[src/rtl/io_port_ctrl.sv]
// io_port_ctrl: processor I/O port peripheral with input/output FIFOs and an interrupt handshake FSM
// Optional build macro IO_IRQ_THRESHOLD_EN: request an interrupt once input occupancy reaches IRQ_THRESH
// instead of as soon as the input FIFO is non-empty.
module io_port_ctrl #(
  parameter int DATA_W     = 16,
  parameter int DEPTH      = 4,
  parameter int IRQ_THRESH = 2
) (
  input  logic                       clk,
  input  logic                       rst,
  input  logic                       ext_in_valid,
  input  logic [DATA_W-1:0]          ext_in_data,
  output logic                       ext_in_ready,
  output logic [DATA_W-1:0]          in_port,
  input  logic                       cpu_in_rd,
  input  logic                       cpu_out_wr,
  input  logic [DATA_W-1:0]          cpu_out_data,
  output logic                       ext_out_valid,
  output logic [DATA_W-1:0]          ext_out_data,
  input  logic                       ext_out_ready,
  output logic                       irq,
  input  logic                       int_ack,
  input  logic                       rti_done,
  output logic [$clog2(DEPTH):0]     in_count,
  output logic                       out_overflow
);
  localparam int PW = $clog2(DEPTH);
  localparam int CW = PW + 1;
  typedef enum logic [1:0] {IDLE, REQ, SERVICE} state_t;
  if (DEPTH < 2 || (DEPTH & (DEPTH - 1)) != 0) begin : g_bad_depth
    $error("io_port_ctrl: DEPTH must be a power of 2 and at least 2");
  end
  if (IRQ_THRESH < 1 || IRQ_THRESH > DEPTH) begin : g_bad_thresh
    $error("io_port_ctrl: IRQ_THRESH must lie in 1..DEPTH");
  end
  logic [DATA_W-1:0] in_mem_q  [DEPTH];
  logic [DATA_W-1:0] out_mem_q [DEPTH];
  logic [PW-1:0]     in_wr_q, in_rd_q, out_wr_q, out_rd_q;
  logic [CW-1:0]     in_count_q, in_count_d, out_count_q, out_count_d;
  logic              in_push, in_pop, out_push, out_pop, out_full, out_drop;
  logic              overflow_q, irq_q, cond;
  state_t            state_q;
  // Input side: a pop on an empty FIFO is masked, so a same-cycle push/pop when empty is push-only.
  assign ext_in_ready = in_count_q != CW'(DEPTH);
  assign in_push      = ext_in_valid & ext_in_ready;
  assign in_pop       = cpu_in_rd & (in_count_q != '0);
  assign in_count_d   = in_count_q + CW'(in_push) - CW'(in_pop);
  assign in_port      = in_count_q != '0 ? in_mem_q[in_rd_q] : '0;
  assign in_count     = in_count_q;
  // Output side: a write into a full FIFO is still accepted when the sink drains the head that cycle.
  assign out_full      = out_count_q == CW'(DEPTH);
  assign ext_out_valid = out_count_q != '0;
  assign out_pop       = ext_out_valid & ext_out_ready;
  assign out_push      = cpu_out_wr & (~out_full | out_pop);
  assign out_drop      = cpu_out_wr & out_full & ~out_pop;
  assign out_count_d   = out_count_q + CW'(out_push) - CW'(out_pop);
  assign ext_out_data  = ext_out_valid ? out_mem_q[out_rd_q] : '0;
  assign out_overflow  = overflow_q;
  assign irq           = irq_q;
`ifdef IO_IRQ_THRESHOLD_EN
  assign cond = in_count_q >= CW'(IRQ_THRESH);
`else
  assign cond = in_count_q != '0;
`endif
  // FIFO storage needs no reset: reads are gated by occupancy.
  always_ff @(posedge clk) begin
    if (in_push) in_mem_q[in_wr_q] <= ext_in_data;
    if (out_push) out_mem_q[out_wr_q] <= cpu_out_data;
  end
  // Pointers and occupancy of both FIFOs; pointers wrap naturally at DEPTH.
  always_ff @(posedge clk or posedge rst) begin
    if (rst) begin
      in_wr_q     <= '0;
      in_rd_q     <= '0;
      in_count_q  <= '0;
      out_wr_q    <= '0;
      out_rd_q    <= '0;
      out_count_q <= '0;
    end else begin
      in_wr_q     <= in_wr_q + PW'(in_push);
      in_rd_q     <= in_rd_q + PW'(in_pop);
      in_count_q  <= in_count_d;
      out_wr_q    <= out_wr_q + PW'(out_push);
      out_rd_q    <= out_rd_q + PW'(out_pop);
      out_count_q <= out_count_d;
    end
  end
  // Sticky record of any dropped OUT write.
  always_ff @(posedge clk or posedge rst) begin
    if (rst) overflow_q <= 1'b0;
    else if (out_drop) overflow_q <= 1'b1;
  end
  // Interrupt handshake: request, wait for acknowledge, then wait for RTI before re-arming.
  always_ff @(posedge clk or posedge rst) begin
    if (rst) begin
      state_q <= IDLE;
      irq_q   <= 1'b0;
    end else begin
      case (state_q)
        IDLE:    if (cond) begin
                   state_q <= REQ;
                   irq_q   <= 1'b1;
                 end
        REQ:     if (int_ack) begin
                   state_q <= SERVICE;
                   irq_q   <= 1'b0;
                 end
        SERVICE: if (rti_done) state_q <= IDLE;
        default: begin
                   state_q <= IDLE;
                   irq_q   <= 1'b0;
                 end
      endcase
    end
  end
endmodule

[config.mk]
export PLATFORM = sky130hd
export DESIGN_NAME = io_port_ctrl
export DESIGN_NICKNAME = d
export VERILOG_FILES = /design/src/rtl/io_port_ctrl.sv
export SDC_FILE = /design/constraint.sdc
export NUM_CORES = 1
export LEC_CHECK = 0
export CAP_MARGIN = 40
export CORE_ASPECT_RATIO = 2
export CORE_MARGIN = 5
export CORE_UTILIZATION = 26
export CTS_BUF_LIST = sky130_fd_sc_hd__clkbuf_2 sky130_fd_sc_hd__clkbuf_4 sky130_fd_sc_hd__clkbuf_8
export CTS_CLUSTER_SIZE = 28
export DETAILED_ROUTE_END_ITERATION = 6
export PLACE_DENSITY = 0.46
export SYNTH_ARGS = -nofsm -noshare
export SYNTH_HDL_FRONTEND = slang
export SYNTH_SLANG_ARGS = --single-unit
[constraint.sdc]
create_clock -name clk -period 4 [get_ports clk]
set_input_delay 1 -clock clk [delete_from_list [all_inputs] [get_ports clk]]
set_output_delay 1 -clock clk [all_outputs]
set_load 0.03 [all_outputs]
Word-level counts from Yosys, hierarchy flattened
Memory sizes are Yosys's and may differ from the RTL's.
Cells that the tools add are included.
- bits in registers: 18
- RAM bits: 128
- input bits: 40
- output and inout port bits: 39
- word-level logic and storage cells: 54
- memories kept: 2
- memory list (memory ; words ; width ; rd ports ; clocked after memory_dff ; write ports ; RTL line ; RTL):
    in_mem_q ; 4 ; 16 ; 1 ; 0 ; 1 ; 36 ; logic [DATA_W-1:0] in_mem_q [DEPTH];
    out_mem_q ; 4 ; 16 ; 1 ; 0 ; 1 ; 37 ; logic [DATA_W-1:0] out_mem_q [DEPTH];
- add/sub/neg operators: 8
- eq/ne operators: 7
- multiplexer cells: 13
- bitwise operators: 10
- reductions and logical operators: 5
- operators by type and width (cell ; count):
    $mux 16 ; 2
    $add 2x1->2 ; 4
    $add 3x1->3 ; 2
    $and 1x1->1 ; 6
    $mux 1 ; 6
    $mux 2 ; 3
    $ne 2x2->1 const B ; 3
    $pmux 2 s3 ; 1
    $reduce_and 3->1 ; 2
    $reduce_bool 3->1 ; 2
    $sub 3x1->3 ; 2
    $eq 3x3->1 const B ; 1
    $ne 3x3->1 const B ; 1
    $not 1->1 ; 3
    $pmux 1 s3 ; 1
    $eq 2x1->1 const B ; 1
    $eq 2x2->1 const B ; 1
    $logic_not 2->1 ; 1
    $or 1x1->1 ; 1

Depth between registers and ports, before layout
- depth in word-level cells: 6
- mapped depth: 10
- depth with buffers taken out: 9

Least setup slack after synthesis
No wires, ideal clock.
- path type: input to register
- from: input port ext_out_ready
- to: memory out_mem_q[0][0] (enable)
- setup time: 436 ps
- arrival: 2818 ps
- required time: 3564 ps
- path slack: 746 ps
- stages on the path: 2
- path buffers: 0
- path through: nor4b_2 > nor4b_1
- longest elaborated chain between the ends: 5
- ends and longest elaborated chain (what ; RTL line ; RTL):
    from (decl) ; 20 ; input logic ext_out_ready,
    $and 1x1->1 ; 53 ; assign out_pop = ext_out_valid & ext_out_ready;
    $or 1x1->1 ; 54 ; assign out_push = cpu_out_wr & (~out_full | out_pop);
    $and 1x1->1 ; 54 ;
    $mux 1 ; 68 ; if (out_push) out_mem_q[out_wr_q] <= cpu_out_data;
    $mux 1 (implied by the code) ; 68 ;
    to (decl) ; 37 ;
No other way between the ends.

Worst setup path after layout
- from: register out_rd_q[0]
- to: output port ext_out_data[13]
- longest elaborated chain between the ends: 2
- ends and longest elaborated chain (what ; RTL line ; RTL):
    from (decl) ; 38 ; logic [PW-1:0] in_wr_q, in_rd_q, out_wr_q, out_rd_q;
    from (signal assigned) ; 84 ; out_rd_q <= out_rd_q + PW'(out_pop);
    $mem_v2 4x16 ; - ;
    $mux 16 ; 57 ; assign ext_out_data = ext_out_valid ? out_mem_q[out_rd_q] : '0;
    to (decl) ; 19 ; output logic [DATA_W-1:0] ext_out_data,
No other way between the ends.

==> PnR_summary.wiki <==
{| class="wikitable"
! Metric !! Value
|-
| TritonCTS clock tree || yes
|-
| Cell-internal power || 3.90 mW
|-
| Post-detailed-route count of antenna-violating nets || 0
|-
| Element type at the critical path end || primary output
|-
| Post-synthesis cell type with the largest combined area || sky130_fd_sc_hd__edfxtp_1
|-
| Worst setup path class || register to primary output
|-
| Global-route usage over all layers || 9.75%
|-
| Final layout net count || 425
|-
| Final Max Tran Viols || 0
|-
| Via count of the first global-routing pass || 3222
|-
| Overall die area || 25600 um^2
|-
| Combined area of the multi-input logic cells || 1470 um^2
|-
| Leakage Power || 2.53 nW
|-
| Maximum achievable frequency || 0.279 GHz
|-
| # H-tree levels || 4
|-
| Die span in x || 116 um
|-
| Endpoints failing setup || 0
|-
| Net switching power figure || 2.07 mW
|-
| Post-CTS Repair Setup Buffers || 0
|-
| Post-synthesis instance total || 276
|-
| Most frequent cell after synthesis || sky130_fd_sc_hd__edfxtp_1
|-
| Per-instance average area after synthesis || 21.1 um^2
|-
| Drt first pass iters || 4
|-
| Insertion delay of the later-clocked pin in the worst-skew pair || 0.42 ns
|-
| Number of fillers in the final layout || 2130
|-
| Worst hold stages || 1
|-
| Remaining Overflow, GRT || 0
|-
| Maximum Capacitance Violations || 0
|-
| Source of the worst hold timing path || out_overflow$_DFFE_PP0P_
|-
| Combinational group share of total power || 42.6%
|-
| Sequential share of the synthesized area || 73.9%
|-
| Transition time at the pin with the least slew margin || 0.906 ns
|-
| Clock buffers created by TritonCTS || 17
|-
| Maximum number of pins on one net before global-route repair || 19
|-
| Final critical path time including I/O delays and setup || 3.58 ns
|-
| Number of design-rule violations left by the first detailed-router iteration || 74
|-
| Wire length of the first global-routing pass || 18700 um
|-
| Hold EP || out_overflow$_DFFE_PP0P_
|-
| Flops & latches, synth || 146
|-
| Share of synthesized flip-flops with an asynchronous set or reset || 12.3%
|-
| Critical path data arrival time || 2.58 ns
|-
| Result of the run || finished clean
|-
| Worst Path Max Fanout || 14
|-
| Placed inst area || 7030 um^2
|-
| Cts-stage hold buffer count || 0
|-
| Worst vdd ir || 427 uV
|-
| Sequential cell fraction of total power || 37.0%
|-
| Clk root buf || sky130_fd_sc_hd__clkbuf_8
|-
| Layout Skew || 0.0107 ns
|-
| Register Area || 4290 um^2
|-
| Setup repair after global routing missed its margin || no
|-
| Post-cts gate resize count || 0
|-
| Yosys synthesis warning count || 0
|-
| Antenna diode count || 0
|-
| Worst slew margin || 39.4%
|-
| Clk sink count || 146
|-
| Startpoint of the most critical setup path || out_rd_q[0]$_DFF_PP0_
|-
| Synth cell types || 29
|-
| Reg2reg end || in_count[2]$_DFF_PP0_
|-
| Net switching share of the total power || 34.6%
|-
| Placement Rows || 77
|-
| RePlAce Congestion || 0.688
|-
| Detail Placement HPWL || 8150 um
|-
| Setup tns final || 0 ns
|-
| Worst Setup Slack, final || 0.421 ns
|-
| Path category of the worst min-delay check || register to register
|-
| Setup Slack @ Placement || 0.287 ns
|-
| Drt total wl || 12000 um
|-
| Area of the mapped netlist || 5810 um^2
|-
| Main synth FF type || sky130_fd_sc_hd__edfxtp_1
|-
| Setup slack of the most critical reg-to-reg path || 1.30 ns
|-
| Number of buffers on the longest clock path || 2
|-
| Worst Path Required || 3.00 ns
|-
| Number of primary I/O pins || 79
|-
| Area added between synthesis and finish || 28.0%
|-
| Finished layout cell area || 7440 um^2
|-
| Critical register-to-register path startpoint || in_count[1]$_DFF_PP0_
|-
| Final hold vios || 0
|-
| Startpoint types || register
|-
| Number of antenna violations at the first check in global routing || 0
|-
| Port Buffers || 78
|-
| Fraction of final layout cells sized beyond drive strength 1 || 17.8%
|-
| Drt via density || 4.32
|-
| Yosys top cell area share || 66.1%
|-
| Top cells by area in the synthesized netlist || sky130_fd_sc_hd__edfxtp_1 66%, sky130_fd_sc_hd__dfrtp_1 7.7%, sky130_fd_sc_hd__mux4_2 7.7%
|-
| Core Box Area || 22100 um^2
|-
| Routed via count || 2867
|-
| Clock share of power || 20.5%
|-
| Die height || 221 um
|-
| Nets in the synthesized netlist || 326
|-
| Post-synth EDFFs || 128
|-
| WL per Instance || 18.0 um
|-
| Final cycle utilization of the critical path || 89.5%
|-
| Power per Cell Area || 802 nW/um^2
|-
| Count of unresolved DRC violations after routing || 0
|-
| Effective utilization at floorplan || 26.4%
|-
| Clock Pin Slew Worst Setup and Hold Paths || 0.07 ns
|-
| Top post-synthesis cells by count || 128 x sky130_fd_sc_hd__edfxtp_1, 34 x sky130_fd_sc_hd__and2_1, 20 x sky130_fd_sc_hd__mux4_2, 18 x sky130_fd_sc_hd__dfrtp_1, 12 x sky130_fd_sc_hd__mux4_1
|-
| Depth of the most critical reg-to-reg path || 8
|}
state kept, by name, summed over array words and instances (netlist names):
signal / count
in_count: 3
in_mem_q: 64
in_rd_q: 2
in_wr_q: 2
irq: 1
out_count_q: 3
out_mem_q: 64
out_overflow: 1
out_rd_q: 2
out_wr_q: 2
state_q: 2
how the worst max path moves through the flow:
| stage | end | slack, ns | depth (start not counted) |
|---|---|---|---|
| 3_5_place_dp | out_count_q[2]$_DFF_PP0_ | 0.29 | 10 |
| 2_1_floorplan | out_mem_q[0][0]$_DFFE_PP_ | 0.75 | 2 |
| 4_1_cts | ext_out_data[2] | 0.33 | 4 |
| 5_1_grt | ext_out_data[1] | 0.25 | 4 |
| 6_report | ext_out_data[13] | 0.42 | 4 |
| 3_3_place_gp | out_count_q[2]$_DFF_PP0_ | 0.33 | 10 |
metal layers:
metal	vias to the layer above	share of wire, %	global-route usage [%]
li1	1294	-	-
met1	1492	39	10.9
met2	73	55	17.3
met3	8	4.4	2.49
met4	0	0.97	4.05
met5	-	0	0
worst max-delay path, stage by stage (launching register included):
cell and delay [ns]:
sky130_fd_sc_hd__dfrtp_1 0.46, sky130_fd_sc_hd__buf_4 0.33, sky130_fd_sc_hd__mux4_1 0.61, sky130_fd_sc_hd__and2_1 0.17, sky130_fd_sc_hd__clkdlybuf4s50_1 0.58
logic make-up after synthesis:
family | count (synthesis) | share of synthesized area (%)
flip-flops | 146 | 73.9
AND/OR/NAND/NOR | 56 | 6.67
XOR/XNOR | 8 | 1.20
multiplexers | 32 | 13.2
buffers and inverters | 20 | 2.19
adder cells (fa/ha/maj) | 10 | 2.41
AO/OA/AOI/OAI | 4 | 0.495
final cells by class:
class                           count  share of cell area, %
Timing Repair Buffer               92                   12.0
Inverter                            8                  0.403
Clock buffer                       19                   3.35
Clock inverter                     12                   2.22
Multi-Input combinational cell    110                   19.7
Sequential cell                   146                   57.7
Tap cell                          276                   4.64
metrics by stage:
stage / util [%] / total power [mW] / cells / hold WS (ns)
after floorplan: - / 3.84 / 276 / 0.452
after global placement: 31.8 / 4.81 / 630 / 0.475
after detailed placement: 31.9 / 4.86 / 632 / 0.468
after CTS: 33.7 / 6.11 / 663 / 0.501
after global routing: 33.7 / 6.31 / 663 / 0.526
final: 33.7 / 5.97 / 663 / 0.487
placed cells by master, fill, tap and decap left out, drive strengths merged, types with 3 or more instances in the layout:
| cell type | count |
|---|---|
| nor4b | 3 |
| inv | 8 |
| clkbuf | 19 |
| nor4bb | 4 |
| clkinv | 6 |
| dfrtp | 18 |
| bufinv | 4 |
| mux4 | 32 |
| nor2b | 3 |
| and2 | 34 |
| nand2b | 3 |
| ha | 8 |
| clkdlybuf4s50 | 78 |
| edfxtp | 128 |
| xnor2 | 4 |
| xor2 | 4 |
| buf | 14 |
power groups by stage:
| stage | combinational (mW) | sequential (mW) | clock, mW |
|---|---|---|---|
| global placement | 2.58 | 2.23 | 0 |
| global route | 2.73 | 2.25 | 1.34 |
| finish | 2.54 | 2.21 | 1.22 |
| detailed placement | 2.61 | 2.25 | 0 |
| floorplan | 1.60 | 2.24 | 0 |
| CTS | 2.62 | 2.22 | 1.27 |
Power figures use the tool's default switching activity.
